--- src/rtl/fc_layer_if.sv ---
// fc_layer_if: bundles the fc_layer control handshake, the three memory read
// ports (feature RAM, weight ROM, bias ROM), the logit write port and the
// classification result.
//   start/busy/done          : run handshake with the top-level sequencer
//   feat_addr/feat_data      : feature memory read port (1-cycle latency)
//   w_addr/w_data            : weight ROM read port (1-cycle latency)
//   b_addr/b_data            : bias ROM read port (1-cycle latency)
//   res_we/res_addr/res_data : logit write port
//   class_out/score_out      : arg-max class and its logit
// Modports: master = sequencer/memory side, slave = fc_layer.
interface fc_layer_if #(
  parameter int unsigned IN_LEN  = 196,
  parameter int unsigned OUT_LEN = 10
);
  localparam int unsigned FA_W = $clog2(IN_LEN);
  localparam int unsigned WA_W = $clog2(IN_LEN * OUT_LEN);
  localparam int unsigned NA_W = $clog2(OUT_LEN);

  logic                   start;
  logic                   busy;
  logic                   done;
  logic [FA_W-1:0]        feat_addr;
  logic signed [7:0]      feat_data;
  logic [WA_W-1:0]        w_addr;
  logic signed [7:0]      w_data;
  logic [NA_W-1:0]        b_addr;
  logic signed [7:0]      b_data;
  logic                   res_we;
  logic [NA_W-1:0]        res_addr;
  logic signed [7:0]      res_data;
  logic [3:0]             class_out;
  logic signed [7:0]      score_out;

  modport master (
    output start, feat_data, w_data, b_data,
    input  busy, done, feat_addr, w_addr, b_addr,
    input  res_we, res_addr, res_data, class_out, score_out
  );

  modport slave (
    input  start, feat_data, w_data, b_data,
    output busy, done, feat_addr, w_addr, b_addr,
    output res_we, res_addr, res_data, class_out, score_out
  );
endinterface

--- src/rtl/fc_layer.sv ---
// fc_layer: fully connected classifier stage. For each of OUT_LEN neurons it
// accumulates IN_LEN feature*weight products on top of a pre-shifted bias,
// rescales by SHIFT, saturates to 8 bits, writes the logit and tracks the
// arg-max class. One MAC per cycle, one neuron at a time.
// Ports:
//   clk  : system clock, rising edge
//   rst  : asynchronous active-low reset
//   bus  : fc_layer_if.slave (handshake, memory read ports, logit write port,
//          class/score result); all outputs are registered.
module fc_layer #(
  parameter int unsigned IN_LEN  = 196,
  parameter int unsigned OUT_LEN = 10,
  parameter int unsigned ACC_W   = 24,
  parameter int unsigned SHIFT   = 7
) (
  input  logic      clk,
  input  logic      rst,
  fc_layer_if.slave bus
);
  localparam int unsigned FA_W = $clog2(IN_LEN);
  localparam int unsigned NA_W = $clog2(OUT_LEN);

  localparam logic [FA_W-1:0] LAST_I = FA_W'(IN_LEN - 1);
  localparam logic [NA_W-1:0] LAST_N = NA_W'(OUT_LEN - 1);

  localparam logic signed [ACC_W-1:0] SAT_HI = ACC_W'(127);
  localparam logic signed [ACC_W-1:0] SAT_LO = ACC_W'(-128);

  typedef enum logic [2:0] {
    S_IDLE,
    S_MAC,
    S_DRAIN,
    S_WRITE,
    S_DONE
  } state_t;

  state_t                  state;
  logic [FA_W-1:0]         idx;
  logic [NA_W-1:0]         nrn;
  logic                    vld;        // read data on the bus this cycle is a live product
  logic                    vld_first;  // ... and it belongs to feature index 0
  logic signed [ACC_W-1:0] acc;
  logic signed [7:0]       best_score;
  logic [NA_W-1:0]         best_class;

  logic signed [15:0]      feat_ext;
  logic signed [15:0]      w_ext;
  logic signed [15:0]      prod;
  logic signed [ACC_W-1:0] prod_ext;
  logic signed [ACC_W-1:0] bias_ext;
  logic signed [ACC_W-1:0] acc_base;
  logic signed [ACC_W-1:0] acc_nxt;
  logic signed [ACC_W-1:0] acc_shr;
  logic signed [7:0]       sat;

  // Datapath: product, accumulate (bias seeds the first product), rescale, saturate
  always_comb begin
    feat_ext = 16'(bus.feat_data);
    w_ext    = 16'(bus.w_data);
    prod     = feat_ext * w_ext;
    prod_ext = ACC_W'(prod);
    bias_ext = ACC_W'(bus.b_data) <<< SHIFT;
    acc_base = vld_first ? bias_ext : acc;
    acc_nxt  = acc_base + prod_ext;
    acc_shr  = acc_nxt >>> SHIFT;
    if (acc_shr > SAT_HI) begin
      sat = 8'sh7F;
    end else if (acc_shr < SAT_LO) begin
      sat = 8'sh80;
    end else begin
      sat = acc_shr[7:0];
    end
  end

  // Control FSM with registered outputs. The logit is registered on the DRAIN
  // edge from acc_nxt so it is already valid while res_we is high in WRITE.
  always_ff @(posedge clk or negedge rst) begin
    if (!rst) begin
      state         <= S_IDLE;
      idx           <= '0;
      nrn           <= '0;
      vld           <= 1'b0;
      vld_first     <= 1'b0;
      acc           <= '0;
      best_score    <= '0;
      best_class    <= '0;
      bus.busy      <= 1'b0;
      bus.done      <= 1'b0;
      bus.feat_addr <= '0;
      bus.w_addr    <= '0;
      bus.b_addr    <= '0;
      bus.res_we    <= 1'b0;
      bus.res_addr  <= '0;
      bus.res_data  <= '0;
      bus.class_out <= '0;
      bus.score_out <= '0;
    end else begin
      vld        <= 1'b0;
      vld_first  <= 1'b0;
      bus.res_we <= 1'b0;
      bus.done   <= 1'b0;

      if (vld) begin
        acc <= acc_nxt;
      end

      case (state)
        S_IDLE: begin
          if (bus.start) begin
            state         <= S_MAC;
            bus.busy      <= 1'b1;
            idx           <= '0;
            nrn           <= '0;
            bus.feat_addr <= '0;
            bus.w_addr    <= '0;
            bus.b_addr    <= '0;
          end
        end

        S_MAC: begin
          vld       <= 1'b1;
          vld_first <= (idx == '0);
          if (idx == LAST_I) begin
            state <= S_DRAIN;
          end else begin
            idx           <= idx + 1'b1;
            bus.feat_addr <= idx + 1'b1;
            bus.w_addr    <= bus.w_addr + 1'b1;
          end
        end

        S_DRAIN: begin
          state        <= S_WRITE;
          bus.res_we   <= 1'b1;
          bus.res_addr <= nrn;
          bus.res_data <= sat;
          // Strictly greater keeps the lowest index on ties
          if ((nrn == '0) || (sat > best_score)) begin
            best_score <= sat;
            best_class <= nrn;
          end
        end

        S_WRITE: begin
          if (nrn == LAST_N) begin
            state         <= S_DONE;
            bus.busy      <= 1'b0;
            bus.done      <= 1'b1;
            bus.class_out <= 4'(best_class);
            bus.score_out <= best_score;
          end else begin
            state         <= S_MAC;
            nrn           <= nrn + 1'b1;
            idx           <= '0;
            bus.feat_addr <= '0;
            // weight address runs contiguously across neurons
            bus.w_addr    <= bus.w_addr + 1'b1;
            bus.b_addr    <= nrn + 1'b1;
          end
        end

        S_DONE: begin
          state <= S_IDLE;
        end

        default: begin
          state <= S_IDLE;
        end
      endcase
    end
  end
endmodule

--- src/flat_wrapper.sv ---
// flat-port wrapper written by rule: the top's interface ports become plain ports
module fc_layer_flat 
#(
  parameter int unsigned IN_LEN  = 196,
  parameter int unsigned OUT_LEN = 10,
  parameter int unsigned ACC_W   = 24,
  parameter int unsigned SHIFT   = 7
)
  (clk, rst, bus_start, bus_feat_data, bus_w_data, bus_b_data, bus_busy, bus_done, bus_feat_addr, bus_w_addr, bus_b_addr, bus_res_we, bus_res_addr, bus_res_data, bus_class_out, bus_score_out);
  fc_layer_if #(.IN_LEN(IN_LEN), .OUT_LEN(OUT_LEN)) bus_i ();
  input  logic clk;
  input  logic rst;
  input wire logic [$bits(bus_i.start)-1:0] bus_start;
  input wire logic [$bits(bus_i.feat_data)-1:0] bus_feat_data;
  input wire logic [$bits(bus_i.w_data)-1:0] bus_w_data;
  input wire logic [$bits(bus_i.b_data)-1:0] bus_b_data;
  output wire logic [$bits(bus_i.busy)-1:0] bus_busy;
  output wire logic [$bits(bus_i.done)-1:0] bus_done;
  output wire logic [$bits(bus_i.feat_addr)-1:0] bus_feat_addr;
  output wire logic [$bits(bus_i.w_addr)-1:0] bus_w_addr;
  output wire logic [$bits(bus_i.b_addr)-1:0] bus_b_addr;
  output wire logic [$bits(bus_i.res_we)-1:0] bus_res_we;
  output wire logic [$bits(bus_i.res_addr)-1:0] bus_res_addr;
  output wire logic [$bits(bus_i.res_data)-1:0] bus_res_data;
  output wire logic [$bits(bus_i.class_out)-1:0] bus_class_out;
  output wire logic [$bits(bus_i.score_out)-1:0] bus_score_out;
  assign bus_i.start = bus_start;
  assign bus_i.feat_data = bus_feat_data;
  assign bus_i.w_data = bus_w_data;
  assign bus_i.b_data = bus_b_data;
  assign bus_busy = bus_i.busy;
  assign bus_done = bus_i.done;
  assign bus_feat_addr = bus_i.feat_addr;
  assign bus_w_addr = bus_i.w_addr;
  assign bus_b_addr = bus_i.b_addr;
  assign bus_res_we = bus_i.res_we;
  assign bus_res_addr = bus_i.res_addr;
  assign bus_res_data = bus_i.res_data;
  assign bus_class_out = bus_i.class_out;
  assign bus_score_out = bus_i.score_out;
  fc_layer #(.IN_LEN(IN_LEN), .OUT_LEN(OUT_LEN), .ACC_W(ACC_W), .SHIFT(SHIFT)) u_core (.clk(clk), .rst(rst), .bus(bus_i));
endmodule
--- config.mk ---
export PLATFORM = sky130hd
export DESIGN_NAME = fc_layer_flat
export DESIGN_NICKNAME = d
export VERILOG_FILES = /design/src/rtl/fc_layer_if.sv /design/src/rtl/fc_layer.sv /design/src/flat_wrapper.sv
export SDC_FILE = /design/constraint.sdc
export NUM_CORES = 1
export LEC_CHECK = 0
export CORE_MARGIN = 10
export CORE_UTILIZATION = 40
export CTS_BUF_LIST = sky130_fd_sc_hd__clkbuf_8 sky130_fd_sc_hd__clkbuf_16
export DETAILED_ROUTE_END_ITERATION = 8
export GPL_ROUTABILITY_DRIVEN = 0
export PLACE_DENSITY_LB_ADDON = 0.05
export SLEW_MARGIN = 20
export SYNTH_ARGS = -nofsm -noshare
export SYNTH_HDL_FRONTEND = slang
export SYNTH_SLANG_ARGS = --single-unit
--- constraint.sdc ---
create_clock -name clk -period 9.25 [get_ports clk]
set_input_delay 1.3875 -clock clk [delete_from_list [all_inputs] [get_ports clk]]
set_output_delay 1.3875 -clock clk [all_outputs]
set_load 0.05 [all_outputs]
==> run summary <==
DRT Pass-1 Iters: 4
fmax: 114 MHz
number of synthesized flops with an enable pin: 0
Yosys top cell area share: 26.6%
fin nets: 1146
dpl ws: -0.0780 ns
first-pass GRT wire length: 35200 µm
IO Pins: 77
Yosys warning count: 0
GRT Residual Overflow: 0
Slew @ Worst Pin: 1.06 ns
H-tree depth: 3
data arrival time of the critical path: 9.03 ns
Critical Path Max Stage Delay: 0.63 ns
type of the worst setup path: in2reg
Die Ht: 166 µm
most common library cells after synthesis: 118 x inv_1, 104 x fa_1, 91 x dfrtp_1, 75 x nand2_1, 68 x ha_1
final worst path period share: 95.2%
Data required, critical path: 9.47 ns
Total GRT Usage: 15.2%
cell with the most instances after synthesis: inv_1
largest net degree at the start of global routing: 48
Worst slew margin: 29.3%
net count after synthesis: 1037
CTS root buf: clkbuf_16
latest clock arrival within the worst-skew pair: 0.34 ns
synthesized area per cell: 10.2 µm²
CTS Sinks: 91
DRT iter0 DRCs: 282
RSZ-0062 raised after global routing: no
minimum hold slack: 0.495 ns
Critical Path Source Type: primary input
Max stage delay cell, worst path: fa_2
area delta synth->final: 19.9%
Yosys cell types: 65
vias in the first global route: 6838
max-slew violation count: 0
critical path buffer and inverter count: 5
clock buffer depth: 2
dpl hpwl: 16900 µm
Core Rows: 53
Syn Inst Count: 838
final setup vio count: 0
Final min period: 8.81 ns
ANT cells: 0
Clock Skews: 0.00802 ns
Yosys reg bits: 91
detailed-route wire length per cell: 16.6 µm
Vias: 6099
initial antenna violation count: 0
Top FF cell, synth: dfrtp_1
Worst Setup End Kind: register
Fin. Hold Viols: 0
share of layout cells above drive strength 1: 12.6%
cell taking the most area after synthesis: dfrtp_1
worst hold path type: reg2reg
Final ANT Viol Nets: 0
ranking of synthesized cells by area: dfrtp_1 27%, fa_1 24%, ha_1 9.9%, inv_1 5.2%, mux2_2 4.3%
Seq/Total Area, Yosys: 26.6%
cts bufs inserted: 9
Initial Util: 40.7%
die area: 27600 µm²
I/O Buffers: 76
total wire length: 20400 µm
Setup TNS Final: 0 ns
clock-pin transition on the worst setup and hold timing paths: 0.07 ns
FFs w/ async S/R, synth: 100%
vias per cell: 4.97
DR DRC count: 0
die width: 166 µm
CP delay by family, top: adder cells
core footprint: 21000 µm²
maxcap violations: 0
status: complete, no violations
maximum fanout along the worst path: 11
synthesized area: 8550 µm²
final worst setup slack: 0.441 ns
CTS tree: done
Most Frequent Cell on Critical Path: ha_1
-- metal layers --
| layer | vias up | routed length, µm | GRT usage [%] | share of wire, % |
|---|---|---|---|---|
| li1 | 2969 | - | - | - |
| met1 | 3007 | 9680 | 20.4 | 48 |
| met2 | 106 | 9520 | 24.8 | 47 |
| met3 | 17 | 933 | 3.43 | 4.6 |
| met4 | 0 | 229 | 2.79 | 1.1 |
| met5 | - | 0 | 0 | 0 |
-- worst paths after layout --
check / from / to / slack [ns] / cells after the start
max: bus_w_data[6] / u_core.best_score[0] / 0.44 / 31
min: u_core.bus.res_addr[1] / u_core.bus.res_addr[1] / 0.49 / 2
max reg2reg: u_core.vld_first / u_core.best_score[0] / 1.24 / 32
min reg2reg: u_core.bus.res_addr[1] / u_core.bus.res_addr[1] / 0.49 / 2
max in group asynchronous: rst / u_core.bus.w_addr[7] / 7.17 / 2
min in group asynchronous: rst / u_core.bus.w_addr[5] / 1.04 / 1
-- timing repair --
| item | CTS | global route |
|---|---|---|
| gates resized for setup | 0 | 10 |
| endpoints found under the setup margin | 0 | 10 |
| hold buffers | 0 | 0 |
| setup buffers | 0 | 0 |
-- flip-flops by register name (all words and copies together) (netlist names), 3 cells and up --
register / flops
u_core.acc: 24
u_core.bus.w_addr: 11
u_core.best_score: 8
u_core.bus.feat_addr: 8
u_core.bus.res_data: 8
u_core.bus.score_out: 8
u_core.best_class: 4
u_core.bus.b_addr: 4
u_core.bus.class_out: 4
u_core.bus.res_addr: 4
u_core.state: 3
-- area by class of cell --
| class | instances | area [µm²] |
|---|---|---|
| repair buffers | 115 | 1080 |
| well taps | 275 | 344 |
| inverters | 119 | 447 |
| flip-flops and latches | 91 | 2280 |
| multi-input cells | 611 | 5800 |
| fillers | 1900 | 10800 |
| clock inverters | 7 | 76.3 |
| clock buffers | 9 | 225 |
-- cell families after synthesis --
family | Yosys count | share of synthesized area [%]
compound gates | 120 | 9.67
mux | 42 | 5.40
fa+ha+maj | 172 | 34.3
xor+xnor | 36 | 3.69
buf+inv | 136 | 6.03
flops | 91 | 26.6
simple gates | 241 | 14.3
-- placed cells by master, fill, tap and decap left out, drive strengths merged, types with 2 or more instances in the layout --
cell and n:
o211ai 4, nor4 2, xnor2 19, nand2b 6, o31ai 4, a41oi 2
or3 4, clkbuf 9, o21ba 2, nand3b 4, nand2 76, and4 4
inv 120, ha 68, fa 104, clkdlybuf4s50 74, buf 40, a22oi 4
o21ai 37, a21o 6, and3 7, a21oi 34, or2 3, a221oi 2
nor2b 3, mux2 33, xor2 17, o21bai 4, nand3 12, nand4 9
a211oi 9, a31oi 2, nor2 60, a2111o 2, mux2i 9, nor3 5
clkinv 4, dfrtp 91, o211a 2, and2 41
-- worst register-to-register path: cells and delay by family, from the launching register on --
family	cells	cell delay, ns
compound gates	12	2.17
flops	1	0.38
fa+ha+maj	7	2.95
simple gates	6	1.20
xor+xnor	1	0.24
buf+inv	6	0.95
-- through the flow --
step	util, %	instance area [µm²]	instances
2_1_floorplan	-	8550	838
3_3_place_gp	47.1	9900	1211
3_5_place_dp	47.1	9900	1211
4_1_cts	48.5	10200	1227
5_1_grt	48.8	10200	1227
6_report	48.8	10200	1227
Power is not shown: default switching activity piles up to over one toggle a cycle in this logic, so the estimate is an artifact.
